<file path="src/rtl/mips_pkg.sv">
// Shared pipeline types: memory-stage FSM states, width defaults and the
// MEM/WB control bundle.
package mips_pkg;

    localparam int DEF_DATA_W = 32;
    localparam int DEF_REG_W  = 5;

    typedef enum logic {
        S_IDLE   = 1'b0,
        S_ACCESS = 1'b1
    } mem_state_t;

    typedef struct packed {
        logic reg_write;
        logic mem_to_reg;
    } wb_ctl_t;

endpackage

</file>
<file path="src/rtl/mem_timeout_ctr.sv">
// Wait-cycle counter for an outstanding data-memory transaction; expired
// marks the last permitted cycle of the transaction.
module mem_timeout_ctr #(
    parameter int TIMEOUT = 16
) (
    input  logic clk,
    input  logic rst_n,
    input  logic clear,
    input  logic enable,
    output logic expired
);

    logic [7:0] cnt;

    assign expired = enable & (cnt == 8'(TIMEOUT - 1));

    always_ff @(posedge clk or negedge rst_n) begin
        if (!rst_n)
            cnt <= '0;
        else if (clear)
            cnt <= '0;
        else if (enable)
            cnt <= cnt + 8'd1;
    end

endmodule

</file>
<file path="src/rtl/mem_stage.sv">
// Memory stage: runs the dmem req/ack handshake for loads and stores, stalls
// upstream while it is outstanding, and registers the MEM/WB bundle.
module mem_stage
    import mips_pkg::*;
#(
    parameter int DATA_W  = DEF_DATA_W,
    parameter int REG_W   = DEF_REG_W,
    parameter int TIMEOUT = 16
) (
    input  logic              clk,
    input  logic              rst_n,
    input  logic              valid_in,
    input  logic              flush,
    input  logic              MemRead,
    input  logic              MemWrite,
    input  logic              MemtoReg,
    input  logic              RegWrite,
    input  logic [DATA_W-1:0] alu_result,
    input  logic [DATA_W-1:0] write_data,
    input  logic [REG_W-1:0]  rd,
    output logic              dmem_req,
    output logic              dmem_we,
    output logic [DATA_W-1:0] dmem_addr,
    output logic [DATA_W-1:0] dmem_wdata,
    input  logic              dmem_ack,
    input  logic [DATA_W-1:0] dmem_rdata,
    output logic              stall,
    output logic              wb_valid,
    output logic              wb_RegWrite,
    output logic              wb_MemtoReg,
    output logic [REG_W-1:0]  wb_rd,
    output logic [DATA_W-1:0] wb_alu,
    output logic [DATA_W-1:0] wb_mem_data,
    output logic              timeout_err
);

    mem_state_t       state;
    wb_ctl_t          lat_ctl;
    wb_ctl_t          wb_ctl;
    logic [REG_W-1:0] lat_rd;
    logic             in_access;
    logic             accept;
    logic             is_mem;
    logic             expired;

    assign in_access   = (state == S_ACCESS);
    assign accept      = valid_in & ~flush;
    assign is_mem      = MemRead | MemWrite;

    // Request comes straight from state so an async reset drops it at once.
    assign dmem_req    = in_access;
    assign stall       = in_access & ~dmem_ack;
    assign wb_RegWrite = wb_ctl.reg_write;
    assign wb_MemtoReg = wb_ctl.mem_to_reg;

    mem_timeout_ctr #(.TIMEOUT(TIMEOUT)) u_ctr (
        .clk     (clk),
        .rst_n   (rst_n),
        .clear   (~in_access),
        .enable  (in_access),
        .expired (expired)
    );

    always_ff @(posedge clk or negedge rst_n) begin
        if (!rst_n) begin
            state       <= S_IDLE;
            dmem_we     <= 1'b0;
            dmem_addr   <= '0;
            dmem_wdata  <= '0;
            lat_rd      <= '0;
            lat_ctl     <= '0;
            wb_valid    <= 1'b0;
            wb_ctl      <= '0;
            wb_rd       <= '0;
            wb_alu      <= '0;
            wb_mem_data <= '0;
            timeout_err <= 1'b0;
        end else begin
            case (state)
                S_IDLE: begin
                    if (accept && is_mem) begin
                        state      <= S_ACCESS;
                        dmem_we    <= MemWrite;
                        dmem_addr  <= alu_result;
                        dmem_wdata <= write_data;
                        lat_rd     <= rd;
                        lat_ctl    <= '{reg_write: RegWrite, mem_to_reg: MemtoReg};
                        wb_valid   <= 1'b0;
                        wb_ctl     <= '0;
                    end else if (accept) begin
                        wb_valid    <= 1'b1;
                        wb_ctl      <= '{reg_write: RegWrite, mem_to_reg: MemtoReg};
                        wb_rd       <= rd;
                        wb_alu      <= alu_result;
                        wb_mem_data <= '0;
                    end else begin
                        wb_valid <= 1'b0;
                        wb_ctl   <= '0;
                    end
                end
                S_ACCESS: begin
                    // Ack takes priority over an expiry in the same cycle.
                    if (dmem_ack) begin
                        state       <= S_IDLE;
                        wb_valid    <= 1'b1;
                        wb_ctl      <= lat_ctl;
                        wb_rd       <= lat_rd;
                        wb_alu      <= dmem_addr;
                        wb_mem_data <= dmem_we ? '0 : dmem_rdata;
                    end else if (expired) begin
                        state       <= S_IDLE;
                        timeout_err <= 1'b1;
                        wb_valid    <= 1'b0;
                        wb_ctl      <= '0;
                    end else begin
                        wb_valid <= 1'b0;
                        wb_ctl   <= '0;
                    end
                end
                default: state <= S_IDLE;
            endcase
        end
    end

endmodule

</file>
<file path="config.mk">
export PLATFORM = sky130hd
export DESIGN_NAME = mem_stage
export DESIGN_NICKNAME = d
export VERILOG_FILES = /design/src/rtl/mips_pkg.sv /design/src/rtl/mem_timeout_ctr.sv /design/src/rtl/mem_stage.sv
export SDC_FILE = /design/constraint.sdc
export NUM_CORES = 1
export LEC_CHECK = 0
export ABC_AREA = 1
export CORE_MARGIN = 4
export CORE_UTILIZATION = 47
export CTS_CLUSTER_SIZE = 16
export DETAILED_ROUTE_END_ITERATION = 10
export GPL_TIMING_DRIVEN = 0
export PLACE_DENSITY = 0.85
export SLEW_MARGIN = 5
export SYNTH_ARGS = -nofsm -noshare
export SYNTH_HDL_FRONTEND = slang
export SYNTH_SLANG_ARGS = --single-unit
</file>
<file path="constraint.sdc">
create_clock -name clk -period 3.6 [get_ports clk]
set_input_delay 0.36 -clock clk [delete_from_list [all_inputs] [get_ports clk]]
set_output_delay 0.36 -clock clk [all_outputs]
set_load 0.05 [all_outputs]
</file>
* Word-level counts from Yosys, hierarchy flattened
Index checks and enable logic that the tools add are counted.
** Storage, ports and cells
- Input port bits :: 110
- Register bits :: 154
- Output and inout bits :: 140
** Cells by class
- Multiplexer cells :: 26
- Reduce and logical (&&, ||, !) cells :: 4
- Bitwise logic cells :: 7
- Eq/ne operators :: 4
- Add/sub/neg operators :: 1
** Operators by type and width (number)
- two-way mux 32 bit :: 7
- one-hot mux 32 bit (2 select lines) :: 2
- two-way mux 5 bit :: 3
- one-hot mux 5 bit (2 select lines) :: 1
- adder 8 x 1 -> 8 bit (second input constant) :: 1
- equality test 8 x 4 -> 1 bit (second input constant) :: 1
- two-way mux 8 bit :: 1
- two-way mux 1 bit :: 6
- two-way mux 2 bit :: 3
- inequality test 2 bit (second input constant) :: 3
- AND reduction 3 bit :: 2
- one-hot mux 1 bit (2 select lines) :: 2
- one-hot mux 2 bit (2 select lines) :: 1
- AND 1 bit :: 3
- inverter 1 bit :: 3
- AND reduction 2 bit :: 1
- logical AND 1 bit :: 1
- OR 1 bit :: 1

* Depth between registers and ports, before layout
- Depth in word-level cells :: 5
- Mapped depth :: 7
- Gate-level depth less buffers :: 6

* Modules after synthesis
From an unflattened synthesis, not the netlist that was laid out.
** Second synthesis, totals
- Cell total of the unflattened synthesis :: 762
- Area total of the unflattened synthesis :: 6533.8 µm²
** By module, submodules not included
- mem_stage :: seq. area each 3653.5 µm², area an instance 6104.6 µm², instances 1, cells each 706
- mem_timeout_ctr :: seq. area each 200.2 µm², area an instance 429.2 µm², instances 1, cells each 56

* Least setup slack after synthesis
No wires, ideal clock.
- Path kind :: register to output
- Start :: register state, in the netlist dmem_req
- End :: output stall
- Path buffers :: 1
- Slack :: 1557 ps
- Data arrival time :: 1683 ps
- Cell stages (with the launch flop) :: 4
- Cell sequence :: dfrtp_1 > buf_6 > inv_1 > nor2_1
** On the way
- Word-level cells in the longest chain between the ends :: 1
** Ends and longest elaborated chain
- start, declared :: line mem_stage.sv:37 : mem_state_t state;
- start signal, assigned :: line mem_stage.sv:66 : state <= S_IDLE;
- start signal, assigned :: line mem_stage.sv:82 : state <= S_ACCESS;
- start signal, assigned :: line mem_stage.sv:104 : state <= S_IDLE;
- AND 1 bit :: line mem_stage.sv:52 : assign stall = in_access & ~dmem_ack;
- end, declared :: line mem_stage.sv:27 : output logic stall,
No other way between the ends.

* Final worst setup path
Same ends and word-level chain as after synthesis.

==> results by group <==
Global route
  – Maximum number of pins on one net before global-route repair: 95
  – First-pass GRT wire length: 32,330 um
  – Initial antenna violation count: 0
  – Vias in the first global route: 6,157
  – Global-route congestion overflow total: 0
  – GRT Total Usage: between 20% and 30%

Detailed routing
  – Pre-antenna DRT Iters: 5
  – Vias/cell: 5.122
  – Initial DRC Count: ~480
  – Vias: 6,193
  – Post-detailed-route count of antenna-violating nets: 0
  – Post-detailed-route wirelength per cell: ~16 um
  – # DRC: 0
  – WL final: 19,890 um

Final layout
  – Cell area after layout: slightly below 10,000 sq um
  – Final design utilization: 73.56%
  – Area grow syn2layout: 51.96%
  – Nets: 1,133
  – Non-filler cells, final: 1,209
  – Antenna Cells: 0
  – Layout cells sized above 1: between 5 and 6%

Yosys
  – Async SR Flop Fraction: between 90% and 100%
  – Syn_area_per_cell: 8.592 sq um
  – Yosys warns: 0
  – Synth cell types: 21
  – Synth top area share: 59.64%
  – Cells after synthesis: 752
  – #FFs+latches synth: 154
  – Seq/Total Area, Yosys: between 50 and 60%
  – Net count after synthesis: ~860
  – Yosys top cell by area: dfrtp_1
  – Number of synthesized flops with an enable pin: 0
  – Largest cells by area after synthesis: dfrtp_1, nand2_1, o21ai_0
  – Synthesized area: approximately 6500 sq um
  – Top_reg_cell synth: dfrtp_1

Placed design
  – HPWL after detailed placement: roughly 14,000 um
  – Pre-CTS setup slack: 1.277 ns
  – PortBufs: between 200 and 250
  – Placed cells: 1,178
  – Placed instance area: 9206 sq um
  – Placer Congestion: 0.8416

Setup path
  – Crit end category: output pin
  – Critical path type: reg2out
  – Critical Path Max Stage Delay: around 0.86 ns
  – Family with the most delay on the worst path: buffers and inverters
  – Largest fanout on the critical path: 10
  – Worst Reg2Reg Path Length in Cells: 6
  – Worst EP arrival: ~2.3 ns
  – Req. time, crit path: between 3 and 4 ns
  – FF-to-FF End: wb_mem_data[30]$_DFFE_PN0P_
  – CP startpoint kind: flip-flop
  – CP max-delay cell: clkdlybuf4s50_1
  – Instance count on the critical path: 4
  – WP buf/inv: 3
  – R2R setup slack: 1.85 ns
  – Critical Path, Cell by Cell: buf_6, inv_1, nor2_1, clkdlybuf4s50_1
  – RR Startpoint: dmem_req$_DFF_PN0_

Min path
  – Hold crit path type: in2async

Pwr
  – Total power: between 6 and 7 mW
  – Pwr/cell area: 708.1 nW/um^2
  – Leak pwr: about 4.8 nW
  – VDD IR max: between 0.4 and 0.5 mV

Floorplanning
  – IO Pins: 250
  – Rows: 42
  – Die width: roughly 130 um
  – Die ar.: between 15,000 and 20,000 sq um
  – Die height: 125.3 um
  – Core ar.: ~13,000 sq um
  – Initial Util: between 40% and 50%

STA
  – Final hold slack: 0.4602 ns
  – Max Slew Vio Count: 0
  – Setup ws final: 0.9274 ns
  – Final setup violation count: 0
  – Final Cycle Share: 74.24%
  – Final Hold Violating Endpoints: 0
  – Rel. slew slack: slightly below 60%
  – Setup TNS: 0 ns
  – Clock skew: 0.007872 ns
  – Tightest Pin Transition: 0.6096 ns
  – Unrepaired setup endpoints after global routing: false
  – Final worst path period need: 2.673 ns
  – Peak Freq: roughly 0.37 GHz

Clock network
  – Post_cts resized: 0
  – Cts hold-fix bufs: 1
  – Post-CTS Setup Repair Bufs: 0
  – Root buf cell: clkbuf_16
  – Worst-path clk slew: 0.06 ns
  – TritonCTS buffer count: 17
  – TritonCTS clock tree: built
  – Clock latency on the worst-skew pair: 0.42 ns
  – Htree depth: 4
  – CTS sink cnt: 154
  – Bufs on Longest Clock Path: 2

Job
  – Max-cap violations: 0

Status
  – Status: completed
## cells by family (layout without fill, tap and decap cells)
group | Yosys count | count (layout) | share of synthesized area, %
buf+inv | 124 | 405 | 8.153
fa+ha+maj | 1 | 1 | 0.1936
flops | 154 | 154 | 59.64
simple gates | 354 | 354 | 22.75
compound gates | 119 | 119 | 9.256
## report_power, final
part / internal (mW) / switching (mW)
Combinational: 0.913 / 1.88
Clock: 1.15 / 0.667
Sequential: 2.11 / 0.238
## synth_stat cells, types with 2 or more instances
library cell	number
nor2_1	13
clkbuf_1	18
a21oi_1	4
nand2_1	260
buf_2	16
nand3_1	74
buf_6	5
o21ai_0	108
nor2_4	2
o21ai_1	6
buf_1	5
inv_1	79
dfrtp_1	154
## how the worst max path moves through the flow
| stage | end | start | slack, ns |
|---|---|---|---|
| 2_1_floorplan | stall | dmem_req$_DFF_PN0_ | 1.56 |
| 3_3_place_gp | dmem_wdata[4]$_DFFE_PN0P_ | rst_n | -4.09 |
| 3_5_place_dp | stall | dmem_ack | 1.28 |
| 4_1_cts | stall | dmem_req$_DFF_PN0_ | 0.90 |
| 5_1_grt | stall | dmem_req$_DFF_PN0_ | 0.78 |
| 6_report | stall | dmem_req$_DFF_PN0_ | 0.93 |
## worst register-to-register path, cell delays in order, from the launching register on
cell     delay (ns)
dfrtp_1        0.57
buf_6          0.23
nand2_4        0.13
nor2_4         0.27
buf_2          0.28
nand2_1        0.12
nand2_1        0.09
## layout make-up
| type | count | area (sq um) |
|---|---|---|
| Clock buffer | 22 | 484.2 |
| Tap cell | 176 | 220.2 |
| Multi-Input combinational cell | 474 | 2081 |
| Sequential cell | 154 | 3854 |
| Inverter | 79 | 296.5 |
| Clock inverter | 8 | 117.6 |
| Timing Repair Buffer | 251 | 2535 |
| Buffer | 45 | 230.2 |
| Fill cell | 979 | 3530 |
## cells in the final DEF, fill, tap and decap left out
master | synthesis | final
a21oi_1 | 4 | 4
dlygate4sd3_1 | 0 | 1
nand2_4 | 1 | 1
clkbuf_8 | 0 | 4
nand3_2 | 1 | 1
buf_4 | 1 | 1
buf_1 | 5 | 5
nand3_4 | 1 | 1
clkbuf_16 | 0 | 17
buf_8 | 0 | 1
o21ai_1 | 6 | 6
clkdlybuf4s50_1 | 0 | 248
nor3b_1 | 1 | 1
nand2_1 | 260 | 260
nand4_1 | 1 | 1
buf_16 | 0 | 1
clkinv_2 | 0 | 4
inv_1 | 79 | 79
buf_6 | 5 | 5
nor2_4 | 2 | 2
ha_1 | 1 | 1
dfrtp_1 | 154 | 154
bufinv_16 | 0 | 3
o21ai_0 | 108 | 108
clkinvlp_4 | 0 | 1
nand3_1 | 74 | 74
buf_2 | 16 | 16
clkbuf_1 | 18 | 19
nor2_1 | 13 | 13
o21bai_1 | 1 | 1
## state kept, by name (all words and copies together), names as in the netlist
signal and flops:
dmem_req 1, wb_MemtoReg 1, dmem_addr 32, wb_rd 5, wb_valid 1, wb_mem_data 32
wb_alu 32, u_ctr.cnt 8, dmem_wdata 32, timeout_err 1, dmem_we 1, lat_ctl 2
lat_rd 5, wb_RegWrite 1
## per-layer routing
layer	share of wire (%)	global-route usage, %
met4	3.2	10.27
met3	8.5	7.676
met2	48	42.36
met1	40	32.24
met5	0	0
(Power assumes the default switching activity.)
